## config.mk

```make
export PLATFORM = sky130hd
export DESIGN_NAME = load_store_unit
export DESIGN_NICKNAME = d
export VERILOG_FILES = /design/src/rtl/load_store_unit.sv
export SDC_FILE = /design/constraint.sdc
export NUM_CORES = 1
export LEC_CHECK = 0
export CAP_MARGIN = 10
export CORE_ASPECT_RATIO = 1.25
export CORE_MARGIN = 10
export CORE_UTILIZATION = 49
export CTS_CLUSTER_SIZE = 20
export DETAILED_ROUTE_END_ITERATION = 7
export PLACE_DENSITY = 0.86
export REMOVE_ABC_BUFFERS = 1
export SYNTH_ARGS = -nofsm -noshare
export SYNTH_HDL_FRONTEND = slang
export SYNTH_SLANG_ARGS = --single-unit
```

## constraint.sdc

```tcl
create_clock -name clk -period 3.3 [get_ports clk]
set_input_delay 0.33 -clock clk [delete_from_list [all_inputs] [get_ports clk]]
set_output_delay 0.33 -clock clk [all_outputs]
set_load 0.01 [all_outputs]
```

## src/rtl/load_store_unit.sv

```systemverilog
// Memory-access stage: takes a load/store with a precomputed effective address,
// drives a single-outstanding req/gnt/rvalid data-memory port with byte strobes,
// and returns aligned, sign/zero-extended load data for writeback. Misaligned
// and illegal-width accesses raise a one-cycle exception pulse instead of issuing.
module load_store_unit #(
    parameter int WIDTH     = 32,
    parameter int REG_WIDTH = 5
) (
    input  logic                 clk,
    input  logic                 reset,
    input  logic                 ex_valid,
    output logic                 ex_ready,
    input  logic                 ex_is_load,
    input  logic                 ex_is_store,
    input  logic [2:0]           ex_funct3,
    input  logic [WIDTH-1:0]     ex_addr,
    input  logic [WIDTH-1:0]     ex_wdata,
    input  logic [REG_WIDTH-1:0] ex_rd,
    output logic                 mem_req,
    output logic                 mem_we,
    output logic [WIDTH-1:0]     mem_addr,
    output logic [3:0]           mem_wstrb,
    output logic [WIDTH-1:0]     mem_wdata,
    input  logic                 mem_gnt,
    input  logic                 mem_rvalid,
    input  logic [WIDTH-1:0]     mem_rdata,
    output logic                 wb_valid,
    output logic [REG_WIDTH-1:0] wb_rd,
    output logic [WIDTH-1:0]     wb_data,
    output logic                 store_done,
    output logic                 exc_misaligned,
    output logic                 exc_illegal,
    output logic [WIDTH-1:0]     exc_addr
);

    typedef enum logic [1:0] {
        IDLE   = 2'd0,
        REQ    = 2'd1,
        WAIT_R = 2'd2
    } state_t;

    state_t               state_r;
    logic                 is_load_r;
    logic [2:0]           funct3_r;
    logic [1:0]           offset_r;
    logic [REG_WIDTH-1:0] rd_r;

    logic                 accept_s;
    logic                 op_s;
    logic                 illegal_s;
    logic                 misaligned_s;
    logic [3:0]           wstrb_s;
    logic [WIDTH-1:0]     wdata_s;

    // Legal width encodings: loads allow B/H/W/BU/HU, stores only B/H/W.
    function automatic logic legal_f(input logic is_load, input logic [2:0] f3);
        logic ok;
        case (f3)
            3'b000, 3'b001, 3'b010: ok = 1'b1;
            3'b100, 3'b101:         ok = is_load;
            default:                ok = 1'b0;
        endcase
        return ok;
    endfunction

    // Pick the addressed byte/half out of the read word and extend it.
    function automatic logic [31:0] extract_f(input logic [31:0] word,
                                              input logic [2:0]  f3,
                                              input logic [1:0]  off);
        logic [7:0]  b;
        logic [15:0] h;
        logic [31:0] r;
        case (off)
            2'b00:   b = word[7:0];
            2'b01:   b = word[15:8];
            2'b10:   b = word[23:16];
            2'b11:   b = word[31:24];
            default: b = 8'h00;
        endcase
        h = off[1] ? word[31:16] : word[15:0];
        case (f3)
            3'b000:  r = {{24{b[7]}}, b};
            3'b001:  r = {{16{h[15]}}, h};
            3'b010:  r = word;
            3'b100:  r = {24'h000000, b};
            3'b101:  r = {16'h0000, h};
            default: r = 32'h00000000;
        endcase
        return r;
    endfunction

    assign ex_ready = (state_r == IDLE);
    assign accept_s = ex_valid && (state_r == IDLE);

    // Decode the presented op: fault checks plus store lane placement.
    always_comb begin
        op_s         = ex_is_load || ex_is_store;
        illegal_s    = !legal_f(ex_is_load, ex_funct3);
        misaligned_s = 1'b0;
        wstrb_s      = 4'b0000;
        wdata_s      = {WIDTH{1'b0}};
        case (ex_funct3[1:0])
            2'b01:   misaligned_s = ex_addr[0];
            2'b10:   misaligned_s = (ex_addr[1:0] != 2'b00);
            default: misaligned_s = 1'b0;
        endcase
        case (ex_funct3[1:0])
            2'b00: begin
                wstrb_s = 4'b0001 << ex_addr[1:0];
                wdata_s = {4{ex_wdata[7:0]}};
            end
            2'b01: begin
                wstrb_s = 4'b0011 << ex_addr[1:0];
                wdata_s = {2{ex_wdata[15:0]}};
            end
            2'b10: begin
                wstrb_s = 4'b1111;
                wdata_s = ex_wdata;
            end
            default: begin
                wstrb_s = 4'b0000;
                wdata_s = {WIDTH{1'b0}};
            end
        endcase
    end

    // Access FSM with registered memory, writeback and exception outputs.
    always_ff @(posedge clk) begin
        if (reset) begin
            state_r        <= IDLE;
            is_load_r      <= 1'b0;
            funct3_r       <= 3'b000;
            offset_r       <= 2'b00;
            rd_r           <= {REG_WIDTH{1'b0}};
            mem_req        <= 1'b0;
            mem_we         <= 1'b0;
            mem_addr       <= {WIDTH{1'b0}};
            mem_wstrb      <= 4'b0000;
            mem_wdata      <= {WIDTH{1'b0}};
            wb_valid       <= 1'b0;
            wb_rd          <= {REG_WIDTH{1'b0}};
            wb_data        <= {WIDTH{1'b0}};
            store_done     <= 1'b0;
            exc_misaligned <= 1'b0;
            exc_illegal    <= 1'b0;
            exc_addr       <= {WIDTH{1'b0}};
        end else begin
            wb_valid       <= 1'b0;
            store_done     <= 1'b0;
            exc_misaligned <= 1'b0;
            exc_illegal    <= 1'b0;
            case (state_r)
                IDLE: begin
                    if (accept_s && op_s) begin
                        if (illegal_s) begin
                            exc_illegal <= 1'b1;
                            exc_addr    <= ex_addr;
                        end else if (misaligned_s) begin
                            exc_misaligned <= 1'b1;
                            exc_addr       <= ex_addr;
                        end else begin
                            state_r   <= REQ;
                            is_load_r <= ex_is_load;
                            funct3_r  <= ex_funct3;
                            offset_r  <= ex_addr[1:0];
                            rd_r      <= ex_rd;
                            mem_req   <= 1'b1;
                            mem_we    <= !ex_is_load;
                            mem_addr  <= {ex_addr[WIDTH-1:2], 2'b00};
                            mem_wstrb <= ex_is_load ? 4'b0000 : wstrb_s;
                            mem_wdata <= ex_is_load ? {WIDTH{1'b0}} : wdata_s;
                        end
                    end
                end
                REQ: begin
                    if (mem_gnt) begin
                        mem_req <= 1'b0;
                        if (is_load_r) begin
                            state_r <= WAIT_R;
                        end else begin
                            state_r    <= IDLE;
                            store_done <= 1'b1;
                        end
                    end
                end
                WAIT_R: begin
                    if (mem_rvalid) begin
                        state_r  <= IDLE;
                        wb_valid <= 1'b1;
                        wb_rd    <= rd_r;
                        wb_data  <= extract_f(mem_rdata, funct3_r, offset_r);
                    end
                end
                default: begin
                    state_r <= IDLE;
                    mem_req <= 1'b0;
                end
            endcase
        end
    end

endmodule

```

==> summary by stage <==
GRT
The first-pass GRT wire length is 39730 µm. The via count of the first global-routing pass came to 7221. The remaining global-route overflow is 0. The maximum number of pins on one net before global-route repair is 142.

The initial antenna violation count is 0. The total global-route track usage is 0.2474.

Yosys
The share of synthesized area spent on multiplexers is 0.01883. The largest family of logic cells by synthesized area is compound AO/OA/AOI/OAI gates. In the synthesized netlist the dominant register cell turns out to be dfxtp_1. The xor/xnor cell area share of the yosys netlist is 0.

The count of yosys warnings during synthesis is 0. The number of instances in the synthesized netlist is 842. The post-synthesis share of cell area spent on full adders, half adders and majority gates is 0.007039. The fraction of the mapped netlist area in compound gates is 0.2720.

The count of cell types in the netlist is 51. Of the synthesized area, sequential elements account for 0.4336. Of the total synthesized cell area, the portion taken by AND, OR, NAND and NOR gates is 0.2173. The post-synth design cell area is 0.007111 mm². Counting flops with a built-in enable in the synthesized netlist gives 0. The average instance area after synthesis is 8.445 µm². The fraction of synthesis flops using an asynchronous set or reset pin is 0. The count of state elements after synthesis is 154.

Clocking
The clock buffer count from CTS is 17. Clock-pin slew was measured on the worst setup and hold paths at 70 ps. The clock root buffer is clkbuf_16. In this run the deepest clock path goes through 2 buffers.

The number of hold buffers added after CTS was 0. TritonCTS built the clock tree. The number of buffers inserted by post-CTS setup repair is 0. The quantity of gates resized following cts is 0. Clock latency on the worst-skew pair, taken at its later pin, is 430 ps.

CTS built an H-tree with a depth of 4. The count of clock tree sinks is 154.

STA
The number of failing hold endpoints at the final stage is 0. The total count of max-transition violations in the final report was 0. The number of endpoints failing setup at the final stage is 0.

The final-layout worst hold slack is 305.4 ps. The worst setup margin is 595.2 ps. The timing-limited maximum frequency is 0.3697 GHz. The relative slew slack is 0.2920. For the pin with the worst max-slew slack, the measured transition is 1060 ps. Setup repair after global routing left no endpoint under its margin.

Of the available clock period, the critical path in the final layout requires 0.8196. The clock period could shrink to 2705 ps. Between clock sinks in the finished design, the worst skew comes to 8.744 ps.

Run
Max-cap violations in this run came to 0.

Critical path
The critical path contains buffers and inverters numbering 2 combined. The critical path endpoint category is a flip-flop. The signal on the critical path passes through clkdlybuf4s50_1 > inv_1 > ha_1 > o211ai_1 > nand2_1 > or3_1 > o2bb2ai_1.

The depth of the critical timing path with buffers and inverters included is 7. Measured in cells, the most critical reg-to-reg path has a length of 5. The kind of cell adding the most delay to the critical path is simple AND/OR/NAND/NOR gates. The delay of the slowest cell on the worst path is 680 ps. The destination of the worst register-to-register timing path is wb_data[25]. STA classifies the critical path startpoint as an input port.

The origin of the critical flop-to-flop path is funct3_r[1]. The critical path in this run is classified as in2reg. The required time at the endpoint of the critical path is 3650 ps. The signal arrival time at the worst endpoint is 3050 ps. Along the worst path, the maximum fanout reaches 17. The flop-to-flop setup slack is 1190 ps. The slowest stage of the critical path is the or3_1 cell.

Placed design
The placement-stage worst setup slack is 219.3 ps. After legalization and detailed placement, the total HPWL measured 17990 µm. During placement, the flow inserted port buffers numbering 252. The routability-driven placement congestion ratio is 0.9107. Counting tap cells, the placed design contains a total of 1208 instances.

Detailed routing
Detailed routing placed a total of 13000 µm of wire on met2. The detailed router finished its first iteration with 839 violations. In this run the remaining antenna-violating nets after routing total 0. The detailed route wirelength on metal3 is 2167 µm. The highest metal layer with signal wires is met4. The final layout contains routed wiring with a total length of 25590 µm.

For this run, design rule violations remaining after detail routing come to 0. The routed length on met1 is 9819 µm. The detailed-route vias per instance is 6.045.

In the final routed layout, each cell accounts on average for 20.64 µm. The pre-antenna-repair detailed-routing pass consisted of 5 iterations. The final route contains 7496 vias.

Floorplan
The core region is 0.01429 mm². The overall die area is 0.01976 mm². Row generation in the floorplan step produced 49 rows.

The total I/O pin count is 255. The initial cell density of the core is 0.4978. The die width is 127.7 µm. The vertical extent of the die is 154.7 µm.

Min path
The class of the most critical hold timing path is in2reg. For hold timing, the worst endpoint is exc_misaligned. The number of cells on the worst hold path is 3. The startpoint identified for the worst hold timing path is reset.

Power and ir drop
The fraction of power spent switching nets is 0.2715. The analysis attributes to cell leakage a power of 0.003597 µW. Cell internal power was estimated by the tool at 3506 µW.

The clock share of power is 0.427. The portion of total power attributed to sequential cells is 0.409. In this run the power spent charging and discharging nets is 1307 µW.

Of the total power, combinational logic draws 0.164. Power spread over the standard cell area amounts to 466.2 mW/mm². Across the VDD grid, the largest voltage drop is 0.0003457 V.

Cells and area
For this run, the post-layout net count is 1164. The count of placed standard cells in the final layout, fillers left out is 1240. The diode insertion count for antenna repair is 0. The share of post-route cells with drive strength above 1 is 0.06780. The area growth from synthesis to layout is 45.20%.

Outcome
The flow ran to the end, and the final reports show no timing, DRC or antenna violations.
-- per-layer routing --
layer  GRT usage  vias up
li1            -     3532
met1      0.2826     3601
met2      0.4239      321
met3     0.07695       42
met4     0.08432        0
met5           0        -
-- flip-flops by register name, indices dropped and copies added, names as in the netlist --
signal,cells
mem_we,1
wb_data,32
rd_r,5
mem_wstrb,4
mem_req,1
wb_rd,5
funct3_r,3
exc_addr,32
exc_illegal,1
mem_addr,30
is_load_r,1
wb_valid,1
mem_wdata,32
store_done,1
exc_misaligned,1
offset_r,2
state_r,2
-- tightest hold or removal path, stage by stage --
cell and delay [ps]:
buf_4 130, or3_4 180, nor3_1 50
-- cells in the final DEF (no fill, tap or decap), types with 4 or more instances in the layout --
master           count
clkdlybuf4s50_1    251
dfxtp_1            154
nand3_1            100
nand2_1             74
a21oi_1             74
o21ai_0             70
nor2b_1             67
a22o_1              27
a32oi_1             26
a22oi_1             24
nor2_1              23
o2bb2ai_1           17
clkbuf_16           17
a221oi_1            15
buf_4               15
o221ai_1            14
mux2_2               9
nand3b_1             7
a32o_1               6
inv_1                5
clkinv_4             5
inv_6                5
nand2b_1             4
ha_1                 4
-- cell families after synthesis --
kind of cell             count (synthesis)
flip-flops                             154
other                                    1
AND/OR/NAND/NOR                        298
multiplexers                            11
buffers and inverters                   87
adder cells (fa/ha/maj)                  4
AO/OA/AOI/OAI                          287
-- synthesized netlist by cell type (all sizes together) (15+ instances only) --
cell type	count	area share
a21oi	76	0.054
a221oi	15	0.018
a22o	27	0.033
a22oi	24	0.025
a32oi	26	0.032
buf	20	0.015
clkbuf	62	0.033
dfxtp	154	0.43
nand2	74	0.039
nand3	100	0.070
nor2	24	0.013
nor2b	67	0.059
o21ai	70	0.049
o2bb2ai	17	0.021
-- power by group through the flow --
stage               Combinational [µW]  Clock [µW]  Sequential, µW
finish                             790        2050            1970
CTS                                786        2080            1970
global placement                   775           0            2010
floorplan                          295           0            2040
detailed placement                 780           0            2010
global route                       847        2150            1980
-- metrics by stage --
| step | utilization | total power (µW) | cell area [µm²] | setup TNS, ps |
|---|---|---|---|---|
| after global routing | 0.7228 | 4970 | 10320 | 0 |
| after global placement | 0.6797 | 2781 | 9709 | 0 |
| after detailed placement | 0.6797 | 2789 | 9709 | 0 |
| final | 0.7228 | 4813 | 10320 | 0 |
| after CTS | 0.7228 | 4836 | 10320 | 0 |
| after floorplan | - | 2330 | 6773 | -131550 |
-- worst max path at each step --
stage | startpoint | end | slack (ps)
finish | ex_funct3[0] | mem_wdata[28] | 600
global route | ex_funct3[0] | mem_wdata[29] | 430
CTS | ex_funct3[0] | mem_wdata[28] | 650
detailed placement | ex_funct3[0] | mem_wdata[28] | 220
global placement | ex_funct3[0] | mem_wdata[29] | 380
floorplan | ex_funct3[1] | mem_wdata[0] | -1980
-- layout make-up --
class                   instances  area [µm²]
fillers                      1069        3960
flip-flops and latches        154        3083
clock buffers                  17       425.4
well taps                     178       222.7
repair buffers                269        2685
multi-input cells             602        3700
clock inverters                15       190.2
inverters                       5       18.77
Note: power is estimated with default switching activity, not from simulation.
==> patch: new RTL, same settings <==
The 3 states of `state_t` get a one-hot encoding in 3 bits.
--- a/src/rtl/load_store_unit.sv
+++ b/src/rtl/load_store_unit.sv
@@ -33,10 +33,10 @@
     output logic [WIDTH-1:0]     exc_addr
 );
 
-    typedef enum logic [1:0] {
-        IDLE   = 2'd0,
-        REQ    = 2'd1,
-        WAIT_R = 2'd2
+    typedef enum logic [2:0] {
+        IDLE   = 3'b001,
+        REQ    = 3'b010,
+        WAIT_R = 3'b100
     } state_t;
 
     state_t               state_r;
Check against the original RTL: same outputs for any inputs over 4 cycles, from zero or initial values and one cycle with reset high; so few cycles prove little.
==> patch against the original RTL <==
  * Total power increased by 1.9%
  * Final area increased by 3.4%
  * Worst hold slack improved by 0.043 ns
  * Sequential cell count increased by 1
  * Non-clock buffer count increased by 6
  * Count of clock-buffer cells in the layout increased by 1
  * Setup slack improved by 0.037 ns
  * First-iteration DRC count decreased by 41%
  * Routed wire length decreased by 5.5%
  * Synthesized area increased by 3.3%
  * Clock power increased by 3%
  * Critical endpoint is now rd_r[1]$_SDFFE_PP0P_
  * Largest power group unchanged
==> patch: results (changes against the original RTL) <==
- Fill cell total of the finished layout: 1105 (+3.4%)
- Arrival @ worst endpoint: 3.02 ns (-0.03 ns)
- Routed vias: 6969 (-7.0%)
- Buffers on Ports: 252 (unchanged)
- Nets@finish: 1116 (-4.1%)
- Placed wire-length estimate: 17610 µm (-2.1%)
- WL per Instance: 20.18 µm (-2.2%)
- List of most frequent post-synthesis cells: dfxtp_1, nor2b_1, nand3_1, clkbuf_1, nand2_1
- GR Layer Usage met2: 0.3793 (-0.04465)
- Clock Root Buffer: clkbuf_16
- Initial antenna violation count: 2 (+2)
- Top cells by area, synth: dfxtp_1, nor2b_1, mux2_2, nand3_1, o2bb2ai_2
- Share of cells above drive strength 1: 0.1193 (+0.05153)
- Vias in the first global route: 7076 (-2.0%)
- Post-CTS Setup Bufs: 0 (unchanged)
- Synth cell types: 57 (+12%)
- DR pass1 iterations: 5 (unchanged)
- Post-Place Worst Slack: 0.1745 ns (-0.04484 ns)
- GPL Wtd Cong: 0.8858 (-2.7%)
- Initial drt markers: 495 (-41%)
- Post-DRT Antenna Nets: 0 (unchanged)
- Final Cell Area: 10680 µm² (+3.4%)
- Met3 Usage GRT: 0.09424 (+0.01729)
- Reg clk slew, reported paths: 0.06 ns
- P_leak: 3.843 nW (+6.8%)
- Worst vdd ir: 369.3 µV (+6.8%)
- Placed inst area: 10040 µm² (+3.4%)
- # resized after CTS: 0 (unchanged)
- FFs w/ async S/R, synth: 0 (unchanged)
- H-tree Lvls: 4 (unchanged)
- Type of the worst min-delay path: in2reg
- Num CTS Buffers: 17 (unchanged)
- Global-route wire length before repair: 37690 µm (-5.1%)
- Largest net degree at the start of global routing: 56 (-61%)
- Normalized max-slew margin: 0.2891 (-0.002867)
- Met1 Use GR: 0.2642 (-0.01839)
- Post-synthesis sequential area ratio: 0.4223 (-0.01123)
- Largest regs: exc_addr: 32 flops, mem_wdata: 32 flops, wb_data: 32 flops
- Final std cells w/o fill: 1198 (-3.4%)
- Status: completed
- Post-synth top flop: dfxtp_1
- Max Cap Violations: 0 (unchanged)
- Worst-case clock buffer depth: 2 (unchanged)
- Clk_skew: 0.01070 ns (+0.001960 ns)
- GRT Resource Usage Total: 0.2333 (-0.01403)
- Avg Synthesized Cell Area: 9.480 µm² (+12%)
- Maximum net fanout on the critical path: 16 (-1)
## patch: metal layers
layer,share of wire,vias to the layer above
met4,0.031,0
li1,-,3311
met1,0.38,3293
met3,0.11,52
met2,0.48,313
met5,0,-
## patch: logic make-up (layout without fill, tap and decap cells)
group,Yosys count,count (layout),synth area share
AO/OA/AOI/OAI,192,192,0.2238
adder cells (fa/ha/maj),4,4,0.006812
buffers and inverters,74,312,0.04496
flip-flops,155,155,0.4223
multiplexers,57,57,0.08515
other,1,4,0.0005104
AND/OR/NAND/NOR,292,292,0.2165
## patch: critical path: stages
cell and delay (ns):
clkdlybuf4s50_1 0.65, inv_1 0.11, ha_1 0.23, o211ai_1 0.31, nand2_1 0.24, nor3_4 0.86
mux2i_1 0.28
## patch: power by group
part	internal, mW	switching, mW	total (mW)	leakage [nW]
logic	0.406	0.397	0.803	2.29
clock network	1.29	0.818	2.11	0.299
registers	1.95	0.0501	2.00	1.26
## patch: final timing paths
| kind | from | endpoint | slack [ns] | cells past startpoint |
|---|---|---|---|---|
| hold / removal | reset | wb_rd[1]$_SDFFE_PP0P_ | 0.35 | 2 |
| hold reg to reg | wb_data[0]$_SDFFE_PP0P_ | wb_data[0]$_SDFFE_PP0P_ | 0.45 | 2 |
| setup / recovery | ex_funct3[1] | rd_r[1]$_SDFFE_PP0P_ | 0.63 | 7 |
| setup reg to reg | state_r[0]$_SDFFE_PP1P_ | rd_r[1]$_SDFFE_PP0P_ | 0.76 | 5 |
## patch: area by class of cell
type,count,share of cell area
Antenna cell,2,0.0004687
Clock buffer,18,0.04113
Clock inverter,14,0.01828
Inverter,5,0.001758
Multi-Input combinational cell,547,0.3719
Sequential cell,155,0.2906
Tap cell,182,0.02133
Timing Repair Buffer,275,0.2545
